--- src/rtl/quokka_reset_pkg.sv ---
// quokka_reset_pkg: shared types for the quokka reset sequencer.
// Sequencer FSM states and ResetCause encodings.
package quokka_reset_pkg;

  typedef enum logic [1:0] {
    ST_POR  = 2'd0,
    ST_IDLE = 2'd1,
    ST_HOLD = 2'd2,
    ST_COOL = 2'd3
  } state_e;

  localparam logic [1:0] CAUSE_POR    = 2'b00;
  localparam logic [1:0] CAUSE_BUTTON = 2'b01;
  localparam logic [1:0] CAUSE_SOFT   = 2'b10;
  localparam logic [1:0] CAUSE_WDT    = 2'b11;

endpackage

--- src/rtl/quokka_button_debounce.sv ---
// quokka_button_debounce: two-flop synchroniser, debounce counter
// and a single-cycle pulse on each debounced 0->1 transition.
module quokka_button_debounce #(
  parameter int DEBOUNCE_CYCLES = 4,
  parameter int CNT_W           = 8
) (
  input  logic clk_i,
  input  logic rst_i,
  input  logic btn_i,
  output logic rise_o
);

  localparam logic [CNT_W-1:0] DB_LAST = CNT_W'(DEBOUNCE_CYCLES - 1);

  logic             s1_q  = 1'b0;
  logic             s2_q  = 1'b0;
  logic             lvl_q = 1'b0;
  logic [CNT_W-1:0] cnt_q = '0;

  logic             lvl_d;
  logic [CNT_W-1:0] cnt_d;
  logic             diff;
  logic             flip;

  assign diff   = s2_q != lvl_q;
  assign flip   = diff && (cnt_q == DB_LAST);
  assign rise_o = flip && s2_q;

  // Any sample matching the current level restarts the stability run.
  always_comb begin
    lvl_d = lvl_q;
    cnt_d = '0;
    if (flip) begin
      lvl_d = s2_q;
    end else if (diff) begin
      cnt_d = cnt_q + 1'b1;
    end
  end

  always_ff @(posedge clk_i) begin
    if (rst_i) begin
      s1_q  <= 1'b0;
      s2_q  <= 1'b0;
      lvl_q <= 1'b0;
      cnt_q <= '0;
    end else begin
      s1_q  <= btn_i;
      s2_q  <= s1_q;
      lvl_q <= lvl_d;
      cnt_q <= cnt_d;
    end
  end

endmodule

--- src/rtl/quokka_reset_sequencer.sv ---
// quokka_reset_sequencer: POR/button/soft reset pulse generator.
// Define QUOKKA_RESET_WATCHDOG_EN to add the watchdog trigger.
module quokka_reset_sequencer
  import quokka_reset_pkg::*;
#(
  parameter int POR_CYCLES      = 16,
  parameter int HOLD_CYCLES     = 8,
  parameter int COOLDOWN_CYCLES = 8,
  parameter int DEBOUNCE_CYCLES = 4,
`ifdef QUOKKA_RESET_WATCHDOG_EN
  parameter int WDT_CYCLES      = 1024,
`endif
  parameter int CNT_W           = 8
) (
  input  logic       Clock,
  input  logic       Reset,
  input  logic       ButtonIn,
  input  logic       SoftResetReq,
`ifdef QUOKKA_RESET_WATCHDOG_EN
  input  logic       WatchdogKick,
`endif
  output logic       InternalReset,
  output logic       Busy,
  output logic [1:0] ResetCause
);

  localparam logic [CNT_W-1:0] POR_LD  = CNT_W'(POR_CYCLES - 1);
  localparam logic [CNT_W-1:0] HOLD_LD = CNT_W'(HOLD_CYCLES - 1);
  localparam logic [CNT_W-1:0] COOL_LD = CNT_W'(COOLDOWN_CYCLES - 1);

  state_e           state_q = ST_POR;
  logic [CNT_W-1:0] cnt_q   = POR_LD;
  logic             ir_q    = 1'b1;
  logic [1:0]       cause_q = CAUSE_POR;

  state_e           state_d;
  logic [CNT_W-1:0] cnt_d;
  logic             ir_d;
  logic [1:0]       cause_d;

  logic             btn_rise;
  logic             wdt_exp;
  logic             trig;
  logic [1:0]       trig_cause;

  quokka_button_debounce #(
    .DEBOUNCE_CYCLES(DEBOUNCE_CYCLES),
    .CNT_W          (CNT_W)
  ) u_debounce (
    .clk_i (Clock),
    .rst_i (Reset),
    .btn_i (ButtonIn),
    .rise_o(btn_rise)
  );

`ifdef QUOKKA_RESET_WATCHDOG_EN
  localparam int WDT_W = $clog2(WDT_CYCLES) + 1;
  localparam logic [WDT_W-1:0] WDT_LD = WDT_W'(WDT_CYCLES - 1);

  logic [WDT_W-1:0] wdt_q = WDT_LD;
  logic [WDT_W-1:0] wdt_d;

  assign wdt_exp = (state_q == ST_IDLE) && (wdt_q == '0)
                && !WatchdogKick;

  always_comb begin
    wdt_d = wdt_q;
    if (WatchdogKick || state_q != ST_IDLE) begin
      wdt_d = WDT_LD;
    end else if (wdt_q != '0) begin
      wdt_d = wdt_q - 1'b1;
    end
  end

  always_ff @(posedge Clock) begin
    if (Reset) begin
      wdt_q <= WDT_LD;
    end else begin
      wdt_q <= wdt_d;
    end
  end
`else
  assign wdt_exp = 1'b0;
`endif

  // Button outranks soft request; watchdog is the fallback.
  always_comb begin
    trig       = 1'b1;
    trig_cause = CAUSE_BUTTON;
    if (btn_rise) begin
      trig_cause = CAUSE_BUTTON;
    end else if (SoftResetReq) begin
      trig_cause = CAUSE_SOFT;
    end else if (wdt_exp) begin
      trig_cause = CAUSE_WDT;
    end else begin
      trig = 1'b0;
    end
  end

  always_comb begin
    state_d = state_q;
    cnt_d   = cnt_q;
    ir_d    = ir_q;
    cause_d = cause_q;
    unique case (state_q)
      ST_POR: begin
        ir_d = 1'b1;
        if (cnt_q == '0) begin
          state_d = ST_IDLE;
          ir_d    = 1'b0;
        end else begin
          cnt_d = cnt_q - 1'b1;
        end
      end
      ST_IDLE: begin
        ir_d = 1'b0;
        if (trig) begin
          state_d = ST_HOLD;
          cnt_d   = HOLD_LD;
          ir_d    = 1'b1;
          cause_d = trig_cause;
        end
      end
      ST_HOLD: begin
        if (cnt_q == '0) begin
          state_d = ST_COOL;
          cnt_d   = COOL_LD;
          ir_d    = 1'b0;
        end else begin
          cnt_d = cnt_q - 1'b1;
        end
      end
      ST_COOL: begin
        ir_d = 1'b0;
        if (cnt_q == '0) begin
          state_d = ST_IDLE;
        end else begin
          cnt_d = cnt_q - 1'b1;
        end
      end
      default: begin
        state_d = ST_POR;
        cnt_d   = POR_LD;
        ir_d    = 1'b1;
      end
    endcase
  end

  always_ff @(posedge Clock) begin
    if (Reset) begin
      state_q <= ST_POR;
      cnt_q   <= POR_LD;
      ir_q    <= 1'b1;
      cause_q <= CAUSE_POR;
    end else begin
      state_q <= state_d;
      cnt_q   <= cnt_d;
      ir_q    <= ir_d;
      cause_q <= cause_d;
    end
  end

  assign InternalReset = ir_q;
  assign Busy          = state_q != ST_IDLE;
  assign ResetCause    = cause_q;

endmodule

--- config.mk ---
export PLATFORM = sky130hd
export DESIGN_NAME = quokka_reset_sequencer
export DESIGN_NICKNAME = d
export VERILOG_FILES = /design/src/rtl/quokka_reset_pkg.sv /design/src/rtl/quokka_button_debounce.sv /design/src/rtl/quokka_reset_sequencer.sv
export SDC_FILE = /design/constraint.sdc
export NUM_CORES = 1
export LEC_CHECK = 0
export BUFFER_PORTS_ARGS = -buffer_cell sky130_fd_sc_hd__clkbuf_2
export CAP_MARGIN = 20
export CORE_UTILIZATION = 45
export DETAILED_ROUTE_END_ITERATION = 16
export SYNTH_ARGS = -nofsm -noshare
export SYNTH_HDL_FRONTEND = slang
export SYNTH_SLANG_ARGS = --single-unit
--- constraint.sdc ---
create_clock -name Clock -period 3.8 [get_ports Clock]
set_input_delay 0 -clock Clock [delete_from_list [all_inputs] [get_ports Clock]]
set_output_delay 0 -clock Clock [all_outputs]
set_load 0.05 [all_outputs]
# After elaboration in Yosys (flattened, before gate mapping)
# Cells that the tools add are included.
classes:
  add_sub_neg: 2
  n_eq_ne: 10
  mux: 16
  bitwise: 1
  reduce_logical: 9
ops:
  columns: ["operator", "count"]
  rows:
  - ["$mux W8", 3]
  - ["$pmux W8 S3", 1]
  - ["$mux W2", 5]
  - ["$add A8 B1 Y8 const B", 1]
  - ["$eq A8 B2 Y1 const B", 1]
  - ["$logic_not A8 Y1", 1]
  - ["$sub A8 B1 Y8 const B", 1]
  - ["$ne A2 B2 Y1 const B", 3]
  - ["$pmux W2 S3", 1]
  - ["$mux W1", 5]
  - ["$eq A2 B2 Y1 const B", 2]
  - ["$ne A2 B1 Y1 const B", 2]
  - ["$pmux W1 S4", 1]
  - ["$reduce_and A2 Y1", 2]
  - ["$reduce_and A3 Y1", 1]
  - ["$reduce_or A3 Y1", 1]
  - ["$eq A2 B1 Y1 const B", 1]
  - ["$logic_and A1 B1 Y1", 2]
  - ["$logic_not A2 Y1", 1]
  - ["$reduce_or A2 Y1", 1]
  - ["$ne A1 B1 Y1", 1]
  - ["$not A1 Y1", 1]
word_totals:
  ff_bits: 24
  inputBits: 4
  output_inout_bits: 4
  word_cells: 46

# Depth between registers and ports, before layout
# Gate-level depths: netlist of the first run.
logic_depth:
  word_depth: 6
  ltp_mapped: 7
  ltp_nobuf: 6

# By module
# A second synthesis of the first run with hierarchy kept.
hier_totals:
  hier_cells: 141
  area_unflattened_um2: 1272.5
by_module_without_submodules:
  columns: ["mod", "instances", "cells_per_inst", "area_per_inst_um2", "seq_area_each_um2"]
  rows:
  - ["quokka_reset_sequencer", 1, 95, 808.3, 260.2]
  - ["quokka_button_debounce", 1, 46, 464.2, 220.2]

# Worst setup path before layout of the first run
# No wires, ideal clock.
synth_path:
  path_kind: "flip-flop to flip-flop"
  start: "register u_debounce.cnt_q[0]"
  end: "register cnt_q[4]"
  arrival_time_ps: 1936
  setup_slack_ps: 1733
  stages_incl_launch_ff: 7
  cell_sequence: "dfxtp_1 -> ha_1 -> or4b_4 -> o311a_1 -> buf_6 -> o311ai_4 -> o31ai_1"
synth_via:
  elab_chain_len: 6
synth_lines:
  columns: ["item", "line", "rtl"]
  rows:
  - ["start: declaration", "quokka_button_debounce.sv:18", "logic [CNT_W-1:0] cnt_q = '0;"]
  - ["start signal: assignment", "quokka_button_debounce.sv:50", "cnt_q <= cnt_d;"]
  - ["$eq A8 B2 Y1", "quokka_button_debounce.sv:26", "assign flip = diff && (cnt_q == DB_LAST);"]
  - ["$logic_and A1 B1 Y1", "quokka_button_debounce.sv:26", null]
  - ["$logic_and A1 B1 Y1", "quokka_button_debounce.sv:27", "assign rise_o = flip && s2_q;"]
  - ["$mux W1", "quokka_reset_sequencer.sv:90", "if (btn_rise) begin"]
  - ["$ne A2 B2 Y1 (no source line)", null, null]
  - ["$reduce_and A2 Y1 (no source line)", null, null]
  - ["end signal: assignment", "quokka_reset_sequencer.sv:158", "cnt_q <= cnt_d;"]
  - ["end: declaration", "quokka_reset_sequencer.sv:32", "logic [CNT_W-1:0] cnt_q = POR_LD;"]
# Every way passes these cells.
# A chain may end at the register's enable or synchronous reset.

# Worst setup path after layout of the first run
layout_path:
  start: "register u_debounce.cnt_q[0]"
  end: "register cnt_q[3]"
# The elaborated chain is that of the path after synthesis.

==> metrics.txt, run 1 <==
Setup CP Type=flop to flop; Starting Density=0.473; internal power=0.456 mW; Clock Power Share=0.140; Cell variety after synth=41; I/O pin cnt=8; DR iter-0 viols=23; Root Buffer=clkbuf_4; CP Launch Type=flop; hold path depth=3; Die Y=55.6 µm; clk sink count=24; worst slew pin tran=0.611 ns; worst skew pair latency=0.31 ns; RSZ-0062 raised after global routing=no; Finished Layout Cells=181; DP HPWL=1850 µm; status=finished, final reports clean; final hold violations=0; delay of the slowest cell on the worst path=0.55 ns; Post-Route WL=2550 µm; crit path cell chain=ha_1, or4b_4, o311a_1, a211oi_1, o221ai_1; Post-Synth Simple-Gate Area=0.232; htree depth=1; Final Skew=0.0109 ns; placed insts=177; Leakage Power=0.497 nW; EDFF count, synth=0; slew margin rel.=0.587; post-synthesis mux area share=0; TritonCTS Buffers=3; Async S/R FF share, synth=0; slowest CP cell=o311a_1; first-pass GRT wire length=4430 µm; sequential-to-total area share from yosys stat=0.372; PostCTS Resize Cnt=0; CTS max path bufs=2; pin count of the biggest net entering global routing=18; YS warnings=0; Final TNS setup=0 ns; min Tclk post-route=2.32 ns; Worst Hold Class=input port to flop; GRT overflow=0; GR Util All Layers=0.176; antenna fix cells=0; share of total power in combinational logic=0.458; fin crit share=0.611; Yosys reg bits=24; post-synthesis adder-cell area fraction=0.0581; clock-pin slew on the worst setup and hold paths=0.14 ns; main combinational cell family by area after synthesis=compound AO/OA/AOI/OAI gates; Synth Area in XOR/XNOR=0.0474; Synth Net Count=154; gpl congestion=0.808; prevailing post-synth register cell=dfxtp_1; # setup viols final=0; Rows=19; FMAX=431 MHz; most common cell after layout, fill and taps aside=dfxtp_1; sw power=0.337 mW; MaxCap Viol Count=0; Synth-to-Final Area Change=6.20%; chip width=55.6 µm; vias=1,066; pwr/cell area=578 nW/µm²; Via density=5.89; initial antenna violation count=0; Initial DRT Pass Iterations=4; wire per inst=14.1 µm; sequential power share=0.402; maximum vdd drop=389 µV; crit path max fanout=10; vias in the first global route=999; share of layout cells above drive strength 1=0.107; Design Power=0.793 mW; area of the die=3090 µm²; Arr. time, crit path=2.51 ns; PortBufs=7; Gate Count Post-Synth=144; Reg2Reg Depth=5; fin nets=162; post-synthesis compound-gate area fraction=0.241; commonest non-fill, non-tap cells in the layout=dfxtp_1, nor2_1, inv_1; CORE AREA=2730 µm²; post-synthesis area per instance=8.98 µm²; sw frac=0.425; crit path capture type=flop; WP data required=3.99 ns; Slew Limit Fails=0; mapped cell area=1290 µm²; CTS tree=done; drt drc=0; ANT nets after route=0
## power by group through the flow
stage	Clock (mW)	Sequential, mW	Combinational (mW)
floorplan	0	0.340	0.273
global placement	0	0.323	0.349
detailed placement	0	0.325	0.356
CTS	0.119	0.319	0.359
global route	0.125	0.325	0.395
finish	0.111	0.319	0.363
## cell type report
cell class,count,area (µm²)
inverter,10,37.5
sequential,24,480
tap,31,38.8
multi-input combinational,105,748
clock buffer,3,22.5
fill,252,1360
timing repair buffer,8,45.0
## cells by family after synthesis
| family | Yosys count |
|---|---|
| simple gates | 54 |
| compound gates | 38 |
| flops | 24 |
| buf+inv | 15 |
| xor+xnor | 7 |
| fa+ha+maj | 6 |
## synthesized netlist by cell type, types with 4 or more instances
library cell | count | area [µm²]
inv_1 | 10 | 37.5
nor2_1 | 16 | 60.1
or3_1 | 6 | 37.5
nand2_1 | 5 | 18.8
xor2_1 | 5 | 43.8
nand3_1 | 7 | 35.0
ha_1 | 6 | 75.1
a21oi_1 | 4 | 20.0
a211oi_1 | 7 | 52.6
clkbuf_1 | 4 | 15.0
nor3_1 | 5 | 25.0
o21ai_0 | 6 | 30.0
dfxtp_1 | 24 | 480
## per-layer routing
layer  part of all wire  track usage
met1               0.50        0.247
met2               0.45        0.286
met3              0.036       0.0209
met4             0.0067       0.0536
met5                  0            0
## final timing paths
| check | start | to | slack (ns) |
|---|---|---|---|
| worst max-delay path | u_debounce.cnt_q[0]$_SDFF_PP0_ | cnt_q[3]$_SDFFE_PP1P_ | 1.48 |
| worst min-delay path | SoftResetReq | ResetCause[1]$_SDFFE_PP0P_ | 0.02 |
| worst max register to register | u_debounce.cnt_q[0]$_SDFF_PP0_ | cnt_q[3]$_SDFFE_PP1P_ | 1.48 |
| worst min register to register | u_debounce.s1_q$_SDFF_PP0_ | u_debounce.s2_q$_SDFF_PP0_ | 0.46 |
## sequential cells by signal, indices dropped and copies added, names as in the netlist
| register | count |
|---|---|
| InternalReset | 1 |
| ResetCause | 2 |
| cnt_q | 8 |
| state_q | 2 |
| u_debounce.cnt_q | 8 |
| u_debounce.lvl_q | 1 |
| u_debounce.s1_q | 1 |
| u_debounce.s2_q | 1 |
## worst max-delay path: cells and delay by family, from the launching register on
kind	cells	cell delay [ns]
adder cells (fa/ha/maj)	1	0.26
flip-flops	1	0.42
AO/OA/AOI/OAI	3	1.01
AND/OR/NAND/NOR	1	0.53
## through the flow
step	utilization	instance area (µm²)	hold WS [ns]	setup slack (ns)
2_1_floorplan	-	1290	0.128	1.73
3_3_place_gp	0.490	1340	0.220	1.53
3_5_place_dp	0.490	1340	0.222	1.53
4_1_cts	0.502	1370	0.0221	1.50
5_1_grt	0.502	1370	0.0514	1.30
6_report	0.502	1370	0.0237	1.48
## what timing repair did
item | 4_1_cts | 5_1_grt
hold endpoints to repair | 1 | 0
hold buffers | 1 | 0
setup buffers | 0 | 0
Power figures use the tool's default switching activity.
==> run 2: changes to the inputs <==
Clock period 3.8 ns to 2 ns, I/O delays scaled along.
==> metrics.txt, run 2 (synthesized netlist as in run 1, its figures left out) <==
status=finished, final reports clean; Via density=5.79; chip width=55.6 µm; gpl congestion=0.808; GRT met3 Usage=0.0233; met1 GRT Util=0.265; FMAX=506 MHz; pwr/cell area=1050 nW/µm²; crit path max fanout=4; Final TNS setup=0 ns; I/O pin cnt=8; DP HPWL=2060 µm; antenna fix cells=0; area of the die=3090 µm²; worst skew pair latency=0.32 ns; Leakage Power=0.643 nW; Worst Hold Class=input port to flop; RSZ-0062 raised after global routing=yes; # setup viols final=0; Post-Route WL=2980 µm; pin count of the biggest net entering global routing=18; CP Launch Type=flop; TritonCTS Buffers=3; wire per inst=14.3 µm; crit path capture type=flop; Slew Limit Fails=0; share of layout cells above drive strength 1=0.299; most common cell after layout, fill and taps aside=buf_4; worst slew pin tran=0.548 ns; launch point of the worst hold path=SoftResetReq; commonest non-fill, non-tap cells in the layout=buf_4, dfxtp_1, nor2_1; PortBufs=7; GRT overflow=0; WP data required=2.24 ns; Finished Layout Cells=208; Rows=19; maximum vdd drop=830 µV; min Tclk post-route=1.98 ns; Root Buffer=clkbuf_4; vias=1,205; met2 usage=0.337; largest registers=cnt_q x8, u_debounce.cnt_q x8; Synth-to-Final Area Change=26.4%; CORE AREA=2730 µm²; slew margin rel.=0.632; DR iter-0 viols=24; first-pass GRT wire length=5200 µm; clock-pin slew on the worst setup and hold paths=0.14 ns; fin crit share=0.989; initial antenna violation count=0; CTS tree=done; Starting Density=0.473; htree depth=1; RR Startpoint=u_debounce.cnt_q[0]$_SDFF_PP0_; drt drc=0; Final Skew=0.0168 ns; vias in the first global route=1,248; Design Power=1.72 mW; Initial DRT Pass Iterations=4; Arr. time, crit path=2.22 ns; Die Y=55.6 µm; CTS max path bufs=2; final hold violations=0; global route hottest layer=met2; fin nets=189; clk sink count=24; placed insts=198; Setup CP Type=flop to flop; critical path startpoint=u_debounce.cnt_q[0]$_SDFF_PP0_; GR Util All Layers=0.206; ANT nets after route=0; MaxCap Viol Count=0
[run 2: final timing paths]
path / endpoint / slack (ns) / cells after the start
setup / recovery: cnt_q[7]$_SDFFE_PP0P_ / 0.02 / 7
hold / removal: ResetCause[0]$_SDFFE_PP0P_ / 0.008 / 4
setup reg to reg: cnt_q[7]$_SDFFE_PP0P_ / 0.02 / 7
hold reg to reg: u_debounce.s2_q$_SDFF_PP0_ / 0.46 / 1
[run 2: report_power, final]
group | leakage [nW] | total, mW | internal (mW) | switching [mW]
registers | 0.196 | 0.607 | 0.548 | 0.0592
clock network | 0.0138 | 0.215 | 0.0704 | 0.145
logic | 0.432 | 0.895 | 0.384 | 0.511
total | 0.643 | 1.72 | 1.00 | 0.715
[run 2: repair_timing]
item,4_1_cts,5_1_grt
hold buffers,1,0
endpoints found under the setup margin,5,9
resized for setup,3,7
pin swaps,3,3
endpoints found under the hold margin,1,0
cloned,0,0
buffers inserted,2,4
[run 2: stage by stage]
stage          instance area [µm²]  hold slack (ns)  setup slack, ns   util
6_report                      1630          0.00798           0.0228  0.598
5_1_grt                       1630           0.0377          -0.0455  0.598
2_1_floorplan                 1300            0.128           0.0302      -
4_1_cts                       1560          0.00656          -0.0379  0.571
3_3_place_gp                  1510            0.223          0.00514  0.551
3_5_place_dp                  1510            0.216          -0.0657  0.551
[run 2: worst max-delay path, cell delays in order, from the launching register on]
cell and delay [ns]:
dfxtp_2 0.35, ha_2 0.16, or4b_4 0.48, buf_6 0.14
o311ai_4 0.29, o211ai_1 0.18, buf_4 0.18, o22ai_2 0.14
[run 2: metal layers]
layer,up-vias,wire (µm),share of wire
met5,-,0,0
met4,0,46,0.015
met3,6,102,0.034
met2,29,1410,0.47
met1,572,1430,0.48
li1,598,-,-
[run 2: area by class of cell]
type	instances	area (µm²)
well taps	31	38.8
multi-input cells	105	800
repair buffers	35	251
fillers	244	1100
clock buffers	3	22.5
flip-flops and latches	24	484
inverters	10	37.5
